[config.mk]
export PLATFORM = sky130hd
export DESIGN_NAME = fetch_unit_flat
export DESIGN_NICKNAME = d
export VERILOG_FILES = /design/src/rtl/fetch_unit_if.sv /design/src/rtl/fetch_unit.sv /design/src/flat_wrapper.sv
export SDC_FILE = /design/constraint.sdc
export NUM_CORES = 1
export LEC_CHECK = 0
export CAP_MARGIN = 5
export CORE_MARGIN = 2
export CORE_UTILIZATION = 30
export DETAILED_ROUTE_END_ITERATION = 10
export HOLD_SLACK_MARGIN = 0.08
export SLEW_MARGIN = 20
export SYNTH_ARGS = -nofsm -noshare
export SYNTH_HDL_FRONTEND = slang
export SYNTH_SLANG_ARGS = --single-unit
[constraint.sdc]
create_clock -name clk -period 4.55 [get_ports clk]
set_clock_uncertainty 0.1 [all_clocks]
set_input_delay 0.91 -clock clk [delete_from_list [all_inputs] [get_ports clk]]
set_output_delay 0.91 -clock clk [all_outputs]
set_load 0.03 [all_outputs]
[src/rtl/fetch_unit_if.sv]
// Fetch-stage bus: ROM port, decoder-facing instruction port and control inputs.
// master = fetch unit side, slave = ROM/decoder/sequencer side.
interface fetch_unit_if #(
    parameter int PC_WIDTH    = 10,
    parameter int INSTR_WIDTH = 9
);
    logic                   start;
    logic [PC_WIDTH-1:0]    imem_addr;
    logic                   imem_en;
    logic [INSTR_WIDTH-1:0] imem_data;
    logic [INSTR_WIDTH-1:0] instr;
    logic                   instr_valid;
    logic [PC_WIDTH-1:0]    pc_out;
    logic                   stall;
    logic                   branch;
    logic [PC_WIDTH-1:0]    branch_target;
    logic                   halt;
    logic                   done;
    logic [15:0]            fetch_count;

    modport master (
        input  start, imem_data, stall, branch, branch_target, halt,
        output imem_addr, imem_en, instr, instr_valid, pc_out, done, fetch_count
    );

    modport slave (
        output start, imem_data, stall, branch, branch_target, halt,
        input  imem_addr, imem_en, instr, instr_valid, pc_out, done, fetch_count
    );
endinterface

[src/rtl/fetch_unit.sv]
// Instruction fetch stage: PC, synchronous-ROM driver, stall/branch/halt handling.
// Define FETCH_COUNT_EN to enable the saturating accepted-instruction counter.
module fetch_unit #(
    parameter int                  PC_WIDTH    = 10,
    parameter int                  INSTR_WIDTH = 9,
    parameter logic [PC_WIDTH-1:0] START_ADDR  = '0
) (
    input  logic         clk,
    input  logic         rst_n,
    fetch_unit_if.master bus
);
    typedef enum logic [1:0] {
        S_IDLE   = 2'd0,
        S_FETCH  = 2'd1,
        S_HALTED = 2'd2
    } state_t;

    state_t                 state_q, state_d;
    logic [PC_WIDTH-1:0]    fetch_pc_q, fetch_pc_d;
    logic [PC_WIDTH-1:0]    pc_out_q, pc_out_d;
    logic                   instr_valid_q, instr_valid_d;
    logic                   done_q, done_d;
    logic                   start_fetch;
    logic                   accept;
    logic [INSTR_WIDTH-1:0] instr_w;

    assign accept = instr_valid_q && !bus.stall;

    always_ff @(posedge clk or negedge rst_n) begin
        if (!rst_n) begin
            state_q       <= S_IDLE;
            fetch_pc_q    <= START_ADDR;
            pc_out_q      <= '0;
            instr_valid_q <= 1'b0;
            done_q        <= 1'b0;
        end else begin
            state_q       <= state_d;
            fetch_pc_q    <= fetch_pc_d;
            pc_out_q      <= pc_out_d;
            instr_valid_q <= instr_valid_d;
            done_q        <= done_d;
        end
    end

    always_comb begin
        state_d       = state_q;
        fetch_pc_d    = fetch_pc_q;
        pc_out_d      = pc_out_q;
        instr_valid_d = instr_valid_q;
        done_d        = done_q;
        start_fetch   = 1'b0;

        unique case (state_q)
            S_IDLE: begin
                if (bus.start) begin
                    state_d     = S_FETCH;
                    start_fetch = 1'b1;
                end
            end
            S_FETCH: begin
                // Halt outranks a simultaneous branch; both need an accepted instruction.
                if (accept && bus.halt) begin
                    state_d       = S_HALTED;
                    instr_valid_d = 1'b0;
                    done_d        = 1'b1;
                end else if (!bus.stall) begin
                    if (accept && bus.branch) begin
                        fetch_pc_d    = bus.branch_target;
                        instr_valid_d = 1'b0;
                    end else begin
                        pc_out_d      = fetch_pc_q;
                        instr_valid_d = 1'b1;
                        fetch_pc_d    = fetch_pc_q + 1'b1;
                    end
                end
            end
            S_HALTED: begin
                if (bus.start) begin
                    state_d     = S_FETCH;
                    start_fetch = 1'b1;
                    done_d      = 1'b0;
                end
            end
            default: begin
                state_d = S_IDLE;
            end
        endcase

        if (start_fetch) begin
            fetch_pc_d    = START_ADDR;
            instr_valid_d = 1'b0;
        end
    end

    // ROM is only clocked when the PC advances, so a stalled instr stays put.
    assign bus.imem_en     = (state_q == S_FETCH) && !bus.stall;
    assign bus.imem_addr   = fetch_pc_q;
    assign instr_w         = bus.imem_data;
    assign bus.instr       = instr_w;
    assign bus.instr_valid = instr_valid_q;
    assign bus.pc_out      = pc_out_q;
    assign bus.done        = done_q;

`ifdef FETCH_COUNT_EN
    logic [15:0] count_q, count_d;

    always_ff @(posedge clk or negedge rst_n) begin
        if (!rst_n) begin
            count_q <= '0;
        end else begin
            count_q <= count_d;
        end
    end

    always_comb begin
        count_d = count_q;
        if (start_fetch) begin
            count_d = '0;
        end else if ((state_q == S_FETCH) && accept && (count_q != 16'hFFFF)) begin
            count_d = count_q + 16'd1;
        end
    end

    assign bus.fetch_count = count_q;
`else
    assign bus.fetch_count = '0;
`endif

endmodule

[src/flat_wrapper.sv]
// flat-port wrapper written by rule: the top's interface ports become plain ports
module fetch_unit_flat 
#(
    parameter int                  PC_WIDTH    = 10,
    parameter int                  INSTR_WIDTH = 9,
    parameter logic [PC_WIDTH-1:0] START_ADDR  = '0
)
  (clk, rst_n, bus_start, bus_imem_data, bus_stall, bus_branch, bus_branch_target, bus_halt, bus_imem_addr, bus_imem_en, bus_instr, bus_instr_valid, bus_pc_out, bus_done, bus_fetch_count);
  fetch_unit_if #(.PC_WIDTH(PC_WIDTH), .INSTR_WIDTH(INSTR_WIDTH)) bus_i ();
  input  logic clk;
  input  logic rst_n;
  input wire logic [$bits(bus_i.start)-1:0] bus_start;
  input wire logic [$bits(bus_i.imem_data)-1:0] bus_imem_data;
  input wire logic [$bits(bus_i.stall)-1:0] bus_stall;
  input wire logic [$bits(bus_i.branch)-1:0] bus_branch;
  input wire logic [$bits(bus_i.branch_target)-1:0] bus_branch_target;
  input wire logic [$bits(bus_i.halt)-1:0] bus_halt;
  output wire logic [$bits(bus_i.imem_addr)-1:0] bus_imem_addr;
  output wire logic [$bits(bus_i.imem_en)-1:0] bus_imem_en;
  output wire logic [$bits(bus_i.instr)-1:0] bus_instr;
  output wire logic [$bits(bus_i.instr_valid)-1:0] bus_instr_valid;
  output wire logic [$bits(bus_i.pc_out)-1:0] bus_pc_out;
  output wire logic [$bits(bus_i.done)-1:0] bus_done;
  output wire logic [$bits(bus_i.fetch_count)-1:0] bus_fetch_count;
  assign bus_i.start = bus_start;
  assign bus_i.imem_data = bus_imem_data;
  assign bus_i.stall = bus_stall;
  assign bus_i.branch = bus_branch;
  assign bus_i.branch_target = bus_branch_target;
  assign bus_i.halt = bus_halt;
  assign bus_imem_addr = bus_i.imem_addr;
  assign bus_imem_en = bus_i.imem_en;
  assign bus_instr = bus_i.instr;
  assign bus_instr_valid = bus_i.instr_valid;
  assign bus_pc_out = bus_i.pc_out;
  assign bus_done = bus_i.done;
  assign bus_fetch_count = bus_i.fetch_count;
  fetch_unit #(.PC_WIDTH(PC_WIDTH), .INSTR_WIDTH(INSTR_WIDTH), .START_ADDR(START_ADDR)) u_core (.clk(clk), .rst_n(rst_n), .bus(bus_i));
endmodule
Yosys cells after proc, flatten, opt, wreduce, memory -nomap -nowiden
Cells that the tools add are included.
- flip-flop bits (word level): 24
- bits of input ports: 25
- output and inout port bits: 48
- logic and storage cells: 49
- add/sub/neg operators: 1
- eq/ne operators: 8
- mux-type cells: 18
- bitwise gates (word level): 3
- reductions and logical operators: 14
- operator list (kind ; number):
    $mux W10 ; 5
    $add A10 B1 Y10 const B ; 1
    $mux W1 ; 9
    $ne A2 B1 Y1 const B ; 4
    $reduce_and A3 Y1 ; 2
    $logic_and A1 B1 Y1 ; 4
    $mux W2 ; 2
    $pmux W2 S2 ; 1
    $reduce_and A2 Y1 ; 2
    $reduce_and A4 Y1 ; 1
    $reduce_bool A2 Y1 ; 2
    $ne A3 B1 Y1 const B ; 1
    $not A1 Y1 ; 3
    $eq A2 B1 Y1 const B ; 1
    $eq A2 B2 Y1 const B ; 1
    $logic_not A2 Y1 ; 1
    $ne A2 B2 Y1 const B ; 1
    $pmux W1 S2 ; 1
    $reduce_or A2 Y1 ; 1
    $logic_not A1 Y1 ; 1

Longest topological paths before layout
Gate-level depths: netlist of run 1.
- depth in word-level cells: 8
- gate-level depth with buffers: 7

Worst setup path before layout of run 1
OpenSTA, ideal clock, no wires.
- kind: input port to output port
- start point: in bus_stall
- end point: out bus_imem_en
- data arrival time: 1.287 ns
- data required time: 3.540 ns
- setup slack: 2.253 ns
- stages on the path: 2
- buffers on the path: 0
- cell sequence: or2_4 > inv_6
- longest elaborated chain between the ends: 2
- ends and longest elaborated chain (item ; line ; source):
    from (decl) ; flat_wrapper.sv:14 ; input wire logic [$bits(bus_i.stall)-1:0] bus_stall;
    $logic_not A1 Y1 ; -- ;
    $logic_and A1 B1 Y1 ; fetch_unit.sv:96 ; assign bus.imem_en = (state_q == S_FETCH) && !bus.stall;
    to (decl) ; flat_wrapper.sv:19 ; output wire logic [$bits(bus_i.imem_en)-1:0] bus_imem_en;
No other way between the ends.

Worst setup path after layout of run 1
Ends and elaborated chain as after synthesis.

==> summary.md, run 1 <==
| Metric | Value |
|---|---|
| Core Region | 0.00438 sq mm |
| Number of antenna violations at the first check in global routing | 0 |
| Remaining global-route overflow | 0 |
| Met2 routed wirelength | 1380 microns |
| Wire per inst | 13.8 microns |
| Simple-gate share of the synthesized area | 14.7% |
| Slew Viols, Final | 0 |
| Post-CTS Resized | 0 |
| Length of the first detailed-routing pass in iterations | 4 |
| Insertion delay to the later sink of the worst-skew pair | between 200 and 300 ps |
| Remaining max-slew budget at the tightest pin | a little under three fifths |
| Number of routed nets with antenna violations | 0 |
| Distinct cell type count of the synthesized netlist | 35 |
| Setup-failing EPs final | 0 |
| Overall routed net length | slightly below 3000 microns |
| Slowest stage cell, crit path | sky130_fd_sc_hd__clkdlybuf4s50_1 |
| Drt drc | 0 |
| Leak | roughly 0.73 nW |
| Cell Chain, Critical Path | clkdlybuf4s50_1, or2_4, inv_6, clkdlybuf4s50_1 |
| Post-CTS setup buffers | 0 |
| Most frequent cell on the critical path | sky130_fd_sc_hd__clkdlybuf4s50_1 |
| Register bit total from synthesis | 24 |
| Total Neg Setup Slack | 0 ps |
| Worst supply voltage drop on vdd | 0.260 mV |
| Number of buffer cells added on primary ports | 38 |
| Row count | 24 |
| Power per Cell Area | 593 mW/mm^2 |
| Slew at the pin with the worst max-slew slack | ~670 ps |
| Worst setup path category | in2out |
| Minimum clock period after layout | approximately 3400 ps |
| Vias post-DR | ~1100 |
| Total power after layout | 1.03 mW |
| Max Buffers Root-to-Sink | 2 |
| Slowest cell delay on critical path | between 600 and 700 ps |
| Syn Area/Cell | 10.1 sq um |
| Post-route met1 wirelength | 1350 microns |
| TritonCTS clock tree | built |
| Initial cell density of the core | 31.4% |
| Post-synthesis compound-gate area fraction | 15.1% |
| Result of the run | completed |
| GPL Wtd Cong | 0.764 |
| Uppermost routed layer | met4 |
| Proportion of synthesized area in mux cells | 8.08% |
| Most common cell after layout, fill and taps aside | sky130_fd_sc_hd__clkdlybuf4s50_1 |
| Utilization after layout | 39.5% |
| H-tree Lvls | 1 |
| Proportion of synthesized chip area in sequential cells | 43.6% |
| Max Fanout on Critical Path | 6 |
| Post-synthesis cell area | 0.00138 sq mm |
| Met3 Wirelength | 220 microns |
| Hpwl dp | roughly 2100 microns |
| Xor and xnor area share after synthesis | 0.636% |
| Most used cells in the layout excluding fill and tap cells | sky130_fd_sc_hd__clkdlybuf4s50_1 (37), sky130_fd_sc_hd__dfrtp_1 (24), sky130_fd_sc_hd__conb_1 (16), sky130_fd_sc_hd__a21oi_1 (9), sky130_fd_sc_hd__o21ai_1 (8) |
| Die width | 71.8 microns |
| Synthesis Warnings | 0 |
| Number of inserted diodes | 0 |
| Startpoint types | primary input |
| Clock slew at reported path FFs | 90 ps |
| Root Buffer | sky130_fd_sc_hd__clkbuf_8 |
| Main combinational cell family by area after synthesis | buffers and inverters |
| Post-Synth Adder-Cell Area | 0.908% |
| Nature of the critical path endpoint | output port |
| Unrepaired setup endpoints after global routing | false |
| Vias in the first global route | 945 |
| Average via count per standard cell | approximately 4.9 |
| Global-route total usage across every layer | 11.8% |
| Die area | 0.00515 sq mm |
| Top-Level Pins | 73 |
| Fmax achieved | 291 MHz |
| Share of cells above drive strength 1 | 9.09% |
| Total of max-cap violations | 0 |
| Synth-to-Final Area Change | 25.7% |
| First-pass GRT wire length | 4690 microns |
| Number of DRC markers after the initial detailed-route iteration | 51 |
| Final-report hold violation count | 0 |
| Data arrival, critical path | 2420 ps |
| DIE HEIGHT | about 72 microns |
| Number of cells produced by synthesis | 137 |
| CTS buffer count | 3 |
| Part of the cycle the worst path needs | 75.4% |
| Number of buffers inserted for hold repair after clock tree synthesis | 0 |
| CP Data Required Time | ~3500 ps |
| Layout Nets | 192 |
| Hold Slack | 396 ps |
| Class of the most critical hold timing path | reg2reg |
| Number of sinks driven by the clock tree | 24 |
| Maximum number of pins on one net before global-route repair | 25 |
==> cells by family after synthesis <==
kind of cell / after synthesis
other: 1
and+or+nand+nor: 36
buffers and inverters: 32
AOI/OAI and AO/OA: 32
DFF: 24
muxes: 10
xor gates and xnor gates: 1
adders and majority gates: 1
==> cell usage after synthesis (all sizes together) <==
cell type / n / area share (%)
and3: 2 / 0.91
nand4: 3 / 1.4
inv: 3 / 1.2
ha: 1 / 0.91
a22oi: 1 / 0.55
a21boi: 1 / 0.55
nor3: 2 / 0.73
and3b: 1 / 0.64
o32ai: 1 / 0.64
nand2b: 2 / 0.91
nand3: 5 / 1.8
dfrtp: 24 / 44
o21ai: 10 / 3.9
mux2: 9 / 7.4
o2bb2ai: 7 / 4.5
xnor2: 1 / 0.64
nand2: 8 / 3.4
buf: 29 / 16
a21oi: 9 / 3.3
o211ai: 1 / 0.55
nor2: 7 / 1.9
nor3b: 2 / 1.1
nor4: 3 / 1.4
mux2i: 1 / 0.73
conb: 1 / 0.27
a21bo: 1 / 0.73
or2: 1 / 0.64
o22ai: 1 / 0.45
==> metrics by stage <==
step,cell area [sq um],setup WS (ps),instances
after detailed placement,1670,1110,213
after floorplan,1430,2250,152
final,1730,1120,217
after CTS,1740,1110,217
after global routing,1730,1090,217
after global placement,1670,1140,213
==> final cells by class <==
type,instances,area [sq um]
Clock buffer,3,41.3
Clock inverter,1,30.0
Fill cell,422,2650
Inverter,3,16.3
Multi-Input combinational cell,96,603
Sequential cell,24,601
Tap cell,52,65.1
Timing Repair Buffer,38,375
==> where the power goes <==
part           switching [mW]  internal, mW  total, mW
combinational           0.291         0.205      0.496
sequential             0.0648         0.279      0.344
clock                  0.0697         0.118      0.187
total                   0.426         0.602       1.03
==> worst max-delay path: cells and delay by family <==
family / cells / cell delay (ps)
buffers and inverters: 3 / 1210
AND/OR/NAND/NOR: 1 / 300
==> flip-flops by register name, summed over array words and instances (netlist names) <==
name and count:
u_core.bus.done 1, u_core.bus.imem_addr 10, u_core.bus.instr_valid 1, u_core.bus.pc_out 10
u_core.state_q 2
==> per-layer routing <==
layer	vias up	GRT usage (%)
met5	-	0
met4	0	3.77
li1	507	-
met2	37	19.2
met3	5	4.22
met1	506	14.7
==> worst paths after layout <==
kind                                                   from                                   to  slack (ps)  cells past startpoint
max                                               bus_stall                          bus_imem_en        1120                      4
min                        u_core.bus.pc_out[4]$_DFFE_PN0P_     u_core.bus.pc_out[4]$_DFFE_PN0P_         400                      1
max reg2reg                   u_core.state_q[1]$_DFFE_PN0P_  u_core.bus.imem_addr[9]$_DFFE_PN0P_        2880                      6
min reg2reg                u_core.bus.pc_out[4]$_DFFE_PN0P_     u_core.bus.pc_out[4]$_DFFE_PN0P_         400                      1
max in group asynchronous                             rst_n     u_core.bus.pc_out[9]$_DFFE_PN0P_        3460                      1
min in group asynchronous                             rst_n     u_core.bus.pc_out[7]$_DFFE_PN0P_         510                      1
(Power assumes the default switching activity.)
==> run 2, diff against run 1 <==
PLACE_DENSITY = 0.66   (was default)
clock period = 3.15 ns   (was 4.55 ns; I/O delays follow)
==> run 2 against run 1 <==
  * Sequential cell count unchanged
  * First-iteration DRC count increased by 9.8%
  * Cell count increased by 0.46%
  * Non-clock buffer count increased by 1
  * Hold slack improved by 2.1 ps
  * Global-route usage decreased by 0.33 points
==> summary.md, run 2 (synthesized netlist as in run 1, its figures left out) <==
| Metric | Value |
|---|---|
| Clock slew at reported path FFs | approximately 100 ps |
| Number of antenna violations at the first check in global routing | 0 |
| Worst setup path category | in2out |
| Synth-to-Final Area Change | 26.6% |
| Vias post-DR | 1044 |
| Minimum clock period after layout | 2860 ps |
| Number of sinks driven by the clock tree | 24 |
| Vias in the first global route | 969 |
| Number of inserted diodes | 0 |
| Unrepaired setup endpoints after global routing | false |
| Part of the power in registers | between 30% and 40% |
| Result of the run | completed |
| Maximum number of pins on one net before global-route repair | 25 |
| Setup-failing EPs final | 0 |
| Area used by sequential logic in the layout | between 600 and 700 sq um |
| Total Neg Setup Slack | 0 ps |
| DIE HEIGHT | 71.8 microns |
| GPL Wtd Cong | 0.808 |
| Insertion delay to the later sink of the worst-skew pair | 280 ps |
| Number of routed nets with antenna violations | 0 |
| Number of buffer cells added on primary ports | 38 |
| TritonCTS clock tree | built |
| Slew Viols, Final | 0 |
| Net switching power figure | 0.623 mW |
| Max Buffers Root-to-Sink | 2 |
| Fmax achieved | 350 MHz |
| Final-report hold violation count | 0 |
| Most common cell after layout, fill and taps aside | sky130_fd_sc_hd__clkdlybuf4s50_1 |
| Row count | 24 |
| Switching power share of the total | 41.7% |
| First-pass GRT wire length | ~4600 microns |
| Average via count per standard cell | 4.79 |
| Hpwl dp | 2040 microns |
| Overall routed net length | ~2900 microns |
| Number of DRC markers after the initial detailed-route iteration | 56 |
| Remaining max-slew budget at the tightest pin | 54.7% |
| Setup Slack @ Placement | just under 300 ps |
| Power per Cell Area | 856 mW/mm^2 |
| Clock power frac | a little under a fifth |
| Number of inserted filler cells in the final layout | 454 |
| Number of buffers inserted for hold repair after clock tree synthesis | 0 |
| CTS buffer count | 3 |
| Internal Pwr Total | roughly 0.87 mW |
| Share of cells above drive strength 1 | 9.04% |
| Leak | 0.732 nW |
| Worst Setup Slack, final | 292 ps |
| Initial cell density of the core | 31.4% |
| Total of max-cap violations | 0 |
| Startpoint types | primary input |
| Worst supply voltage drop on vdd | around 0.38 mV |
| Post-CTS Resized | 0 |
| H-tree Lvls | 1 |
| Root Buffer | sky130_fd_sc_hd__clkbuf_8 |
| Slew at the pin with the worst max-slew slack | about 680 ps |
| Core Region | 0.00438 sq mm |
| Post-CTS setup buffers | 0 |
| Part of the cycle the worst path needs | roughly nine tenths |
| Wire per inst | 13.3 microns |
| Data arrival, critical path | 2130 ps |
| Nature of the critical path endpoint | output port |
| Die width | 71.8 microns |
| Most used cells in the layout excluding fill and tap cells | sky130_fd_sc_hd__clkdlybuf4s50_1 (38), sky130_fd_sc_hd__dfrtp_1 (24), sky130_fd_sc_hd__conb_1 (16), sky130_fd_sc_hd__a21oi_1 (9), sky130_fd_sc_hd__o21ai_1 (8) |
| Area of combinational cells with multiple inputs | 603 sq um |
| Top-Level Pins | 73 |
| Layout Nets | 193 |
| Length of the first detailed-routing pass in iterations | 4 |
| Die area | 0.00515 sq mm |
| Global-route total usage across every layer | 11.5% |
| CP Data Required Time | 2420 ps |
| Fraction of power consumed by combinational cells | 47.9% |
| Max Fanout on Critical Path | 6 |
| Drt drc | 0 |
| Class of the most critical hold timing path | reg2reg |
| Remaining global-route overflow | 0 |
==> run 2: changes by cell type in the layout (fill, tap and decap cells not counted), sizes merged <==
cell / change
clkdlybuf4s50: +1
==> run 2: routing by layer <==
metal,track usage [%],share of wire [%],vias to the layer above
met3,3.23,7.4,5
met5,0,0,-
met4,4.40,1.5,0
met2,18.1,45,37
met1,15.0,46,493
li1,-,-,509
==> run 2: per-stage QoR <==
step	hold slack (ps)	total power [mW]	instance area [sq um]	util [%]	cells
2_1_floorplan	234	0.995	1430	-	152
3_3_place_gp	373	1.22	1670	38.2	214
3_5_place_dp	381	1.23	1670	38.2	214
4_1_cts	402	1.51	1740	39.8	218
5_1_grt	414	1.59	1740	39.8	218
6_report	399	1.49	1740	39.8	218
==> run 2: worst paths after layout <==
path	start	to	cells past startpoint	slack (ps)
worst max-delay path	bus_stall	bus_imem_en	4	290
worst min-delay path	u_core.bus.pc_out[4]$_DFFE_PN0P_	u_core.bus.pc_out[4]$_DFFE_PN0P_	1	400
worst max register to register	u_core.bus.instr_valid$_DFFE_PN0P_	u_core.bus.imem_addr[6]$_DFFE_PN0P_	4	1510
worst min register to register	u_core.bus.pc_out[4]$_DFFE_PN0P_	u_core.bus.pc_out[4]$_DFFE_PN0P_	1	400
max in group asynchronous	rst_n	u_core.bus.instr_valid$_DFFE_PN0P_	2	2090
min in group asynchronous	rst_n	u_core.bus.pc_out[7]$_DFFE_PN0P_	2	610
==> run 2: layout make-up <==
type                    instances  share of cell area, %
clock buffers                   3                   2.37
clock inverters                 1                   1.72
inverters                       3                  0.933
multi-input cells              96                   34.6
flip-flops and latches         24                   34.4
well taps                      52                   3.73
repair buffers                 39                   22.2
==> run 2: worst max-delay path, cell delays in order <==
cell	delay [ps]
sky130_fd_sc_hd__clkdlybuf4s50_1	440
sky130_fd_sc_hd__or2_4	290
sky130_fd_sc_hd__inv_6	90
sky130_fd_sc_hd__clkdlybuf4s50_1	680
==> run 2: power by group through the flow <==
stage / registers [mW] / logic [mW] / clock network (mW)
2_1_floorplan: 0.659 / 0.336 / 0
3_3_place_gp: 0.501 / 0.719 / 0
3_5_place_dp: 0.505 / 0.722 / 0
4_1_cts: 0.499 / 0.724 / 0.283
5_1_grt: 0.515 / 0.769 / 0.306
6_report: 0.497 / 0.716 / 0.281
==> run 3, diff against run 2 <==
ABC_AREA = 1   (was default)
CORE_UTILIZATION = 37   (was 30)
PLACE_DENSITY = 0.77   (was 0.66)
==> run 3 against run 2 <==
  * Design area grew 8.0%
  * Register-to-register slack gained 140 ps
  * Sequential cell count is the same
  * Hold slack lost 8.7 ps
  * Via count grew 11%
  * Maximum frequency grew 10%
  * Global-route usage grew 1.9 points
  * Cell count grew 21%
  * Die area shrank 9.0%
  * Non-clock buffer count is the same
  * Largest cell class unchanged
==> summary.md, run 3 <==
| Metric | Value |
|---|---|
| Result of the run | completed |
| Maximum number of pins on one net before global-route repair | 25 |
| Worst setup path category | in2out |
| Number of buffers inserted for hold repair after clock tree synthesis | 0 |
| Slew Viols, Final | 0 |
| Distinct cell type count of the synthesized netlist | 26 |
| Top flip-flop cell by instance count after synthesis | sky130_fd_sc_hd__dfrtp_1 |
| Layout Nets | between 200 and 250 |
| Most common cell after layout, fill and taps aside | sky130_fd_sc_hd__nand2_1 |
| Fmax achieved | between 300 and 400 MHz |
| Post-CTS Resized | 0 |
| Hpwl dp | 2260 microns |
| Yosys top cell area share | between 30 and 40% |
| Total power after layout | between 1.5 and 2 mW |
| Remaining global-route overflow | 0 |
| Share of cells above drive strength 1 | 14.5% |
| Number of routed nets with antenna violations | 0 |
| Number of enable-type register cells in the synthesized netlist | 0 |
| Synthesis Warnings | 0 |
| Wire per inst | 10.9 microns |
| Synth-to-Final Area Change | 22.5% |
| Power per Cell Area | between 800 and 900 mW/mm^2 |
| Number of antenna violations at the first check in global routing | 0 |
| Core Region | 0.00400 sq mm |
| Number of buffer cells added on primary ports | 38 |
| GPL Wtd Cong | 0.777 |
| First-pass GRT wire length | 4770 microns |
| Proportion of synthesized chip area in sequential cells | 39.1% |
| DIE HEIGHT | 68.5 microns |
| Length of the first detailed-routing pass in iterations | 4 |
| Vias in the first global route | 1059 |
| Global-route total usage across every layer | 13.4% |
| Startpoint types | primary input |
| Clock slew at reported path FFs | 80 ps |
| Most used cells in the layout excluding fill and tap cells | sky130_fd_sc_hd__nand2_1 (44), sky130_fd_sc_hd__clkdlybuf4s50_1 (38), sky130_fd_sc_hd__dfrtp_1 (24) |
| Dpl cells | 260 |
| Path depth of the worst reg2reg path | 8 |
| Average via count per standard cell | 4.39 |
| Biggest area contributors in the synthesized netlist | sky130_fd_sc_hd__dfrtp_1 (39%), sky130_fd_sc_hd__buf_4 (12%), sky130_fd_sc_hd__nand2_1 (11%) |
| Post-CTS setup buffers | 0 |
| Die area | roughly 0.0047 sq mm |
| Register-to-register setup slack | 1650 ps |
| Slew at the pin with the worst max-slew slack | 498 ps |
| Final-report hold violation count | 0 |
| Unrepaired setup endpoints after global routing | false |
| Top-Level Pins | 73 |
| Post-synthesis cell area | around 0.0015 sq mm |
| Total Neg Setup Slack | 0 ps |
| RR Endpoint | u_core.bus.imem_addr[8]$_DFFE_PN0P_ |
| Cell Count, Final, Fillers Out | approximately 260 |
| Setup-failing EPs final | 0 |
| Number of inserted diodes | 0 |
| TritonCTS clock tree | built |
| Nature of the critical path endpoint | output port |
| Part of the cycle the worst path needs | 82.5% |
| Insertion delay to the later sink of the worst-skew pair | about 270 ps |
| Commonest cells in the synthesized netlist | sky130_fd_sc_hd__nand2_1 (44), sky130_fd_sc_hd__buf_4 (25), sky130_fd_sc_hd__dfrtp_1 (24) |
| Post-synthesis async set-or-reset flop share | 100% |
| CP Data Required Time | ~2400 ps |
| Post-placement cell area | 0.00183 sq mm |
| Register bit total from synthesis | 24 |
| Root Buffer | sky130_fd_sc_hd__clkbuf_8 |
| Total of max-cap violations | 0 |
| Top cell type by total area after synthesis | sky130_fd_sc_hd__dfrtp_1 |
| First element of the critical path | bus_stall |
| Max Buffers Root-to-Sink | 2 |
| Syn Area/Cell | 8.36 sq um |
| Number of sinks driven by the clock tree | 24 |
| Initial cell density of the core | 38.4% |
| Worst supply voltage drop on vdd | 0.355 mV |
| Row count | 23 |
| Class of the most critical hold timing path | reg2reg |
| Die width | 68.5 microns |
| Startpoint of the tightest hold check path | u_core.bus.pc_out[8]$_DFFE_PN0P_ |
| Number of cells produced by synthesis | approximately 180 |
| Most used standard cell by instance count after synthesis | sky130_fd_sc_hd__nand2_1 |
| Data arrival, critical path | 1870 ps |
| H-tree Lvls | 1 |
| Number of DRC markers after the initial detailed-route iteration | 74 |
| Minimum clock period after layout | 2600 ps |
| Number of inserted filler cells in the final layout | 390 |
| CTS buffer count | 3 |
| Remaining max-slew budget at the tightest pin | 66.7% |
| Fin area | 0.00188 sq mm |
| Drt drc | 0 |
| Critical path endpoint | bus_imem_en |
| Overall routed net length | between 2000 and 3000 microns |
| Max Fanout on Critical Path | 3 |
| Worst r2r src | u_core.bus.imem_addr[0]$_DFFE_PN0P_ |
| Leak | 0.852 nW |
| Vias post-DR | approximately 1200 |
## run 3: cell types whose count changed in the layout (fill, tap and decap cells not counted), moves of 4 or more
| cell | delta |
|---|---|
| sky130_fd_sc_hd__a21oi_1 | -9 |
| sky130_fd_sc_hd__inv_1 | +14 |
| sky130_fd_sc_hd__mux2_1 | -4 |
| sky130_fd_sc_hd__mux2_2 | -5 |
| sky130_fd_sc_hd__nand2_1 | +37 |
| sky130_fd_sc_hd__nand3_1 | +5 |
| sky130_fd_sc_hd__nor2_1 | +9 |
| sky130_fd_sc_hd__o21ai_0 | +10 |
| sky130_fd_sc_hd__o21ai_1 | -7 |
| sky130_fd_sc_hd__o21ai_2 | +13 |
| sky130_fd_sc_hd__o2bb2ai_1 | -7 |
## run 3: cells by family (layout without fill, tap and decap cells)
logic type / after synthesis / count (layout) / share of synthesized area, %
simple gates: 79 / 79 / 25.9
buf+inv: 48 / 63 / 19.4
compound gates: 28 / 28 / 12.9
flops: 24 / 24 / 39.1
xor+xnor: 3 / 3 / 1.71
fa+ha+maj: 1 / 1 / 0.814
other cells: 1 / 16 / 0.244
## run 3: worst min path at each step
stage	depth (start not counted)	slack (ps)	end
after detailed placement	2	370	u_core.bus.pc_out[7]$_DFFE_PN0P_
final	2	390	u_core.bus.pc_out[8]$_DFFE_PN0P_
after global routing	2	410	u_core.bus.pc_out[7]$_DFFE_PN0P_
after floorplan	0	230	u_core.bus.done$_DFFE_PN0P_
after global placement	2	370	u_core.bus.pc_out[6]$_DFFE_PN0P_
after CTS	2	390	u_core.bus.pc_out[7]$_DFFE_PN0P_
## run 3: cell type report
| cell class | count | area (sq um) | share of cell area [%] |
|---|---|---|---|
| multi-input combinational | 127 | 696 | 36.9 |
| inverter | 20 | 82.6 | 4.38 |
| timing repair buffer | 39 | 388 | 20.6 |
| clock buffer | 4 | 55.1 | 2.92 |
| sequential | 24 | 601 | 31.9 |
| tap | 50 | 62.6 | 3.32 |
## run 3: report_power, final
group,switching (mW),internal (mW)
sequential,0.108,0.423
clock,0.0976,0.112
combinational,0.585,0.357
total,0.791,0.892
## run 3: stage by stage
stage | util [%] | hold WS, ps | setup slack [ps]
2_1_floorplan | - | 234 | 1380
3_3_place_gp | 45.7 | 371 | 564
3_5_place_dp | 45.7 | 371 | 561
4_1_cts | 47.1 | 391 | 551
5_1_grt | 47.1 | 412 | 522
6_report | 47.1 | 390 | 553
## run 3: layer usage
metal / wire length [microns] / up-vias / track usage (%)
met5: 0 / - / 0
met4: 44 / 0 / 6.25
met3: 155 / 4 / 0.658
met2: 1390 / 33 / 21.8
met1: 1290 / 525 / 18.4
li1: - / 596 / -
## run 3: critical path, stage by stage
cell and delay (ps):
sky130_fd_sc_hd__clkdlybuf4s50_1 440, sky130_fd_sc_hd__nor2_1 120, sky130_fd_sc_hd__clkdlybuf4s50_1 670
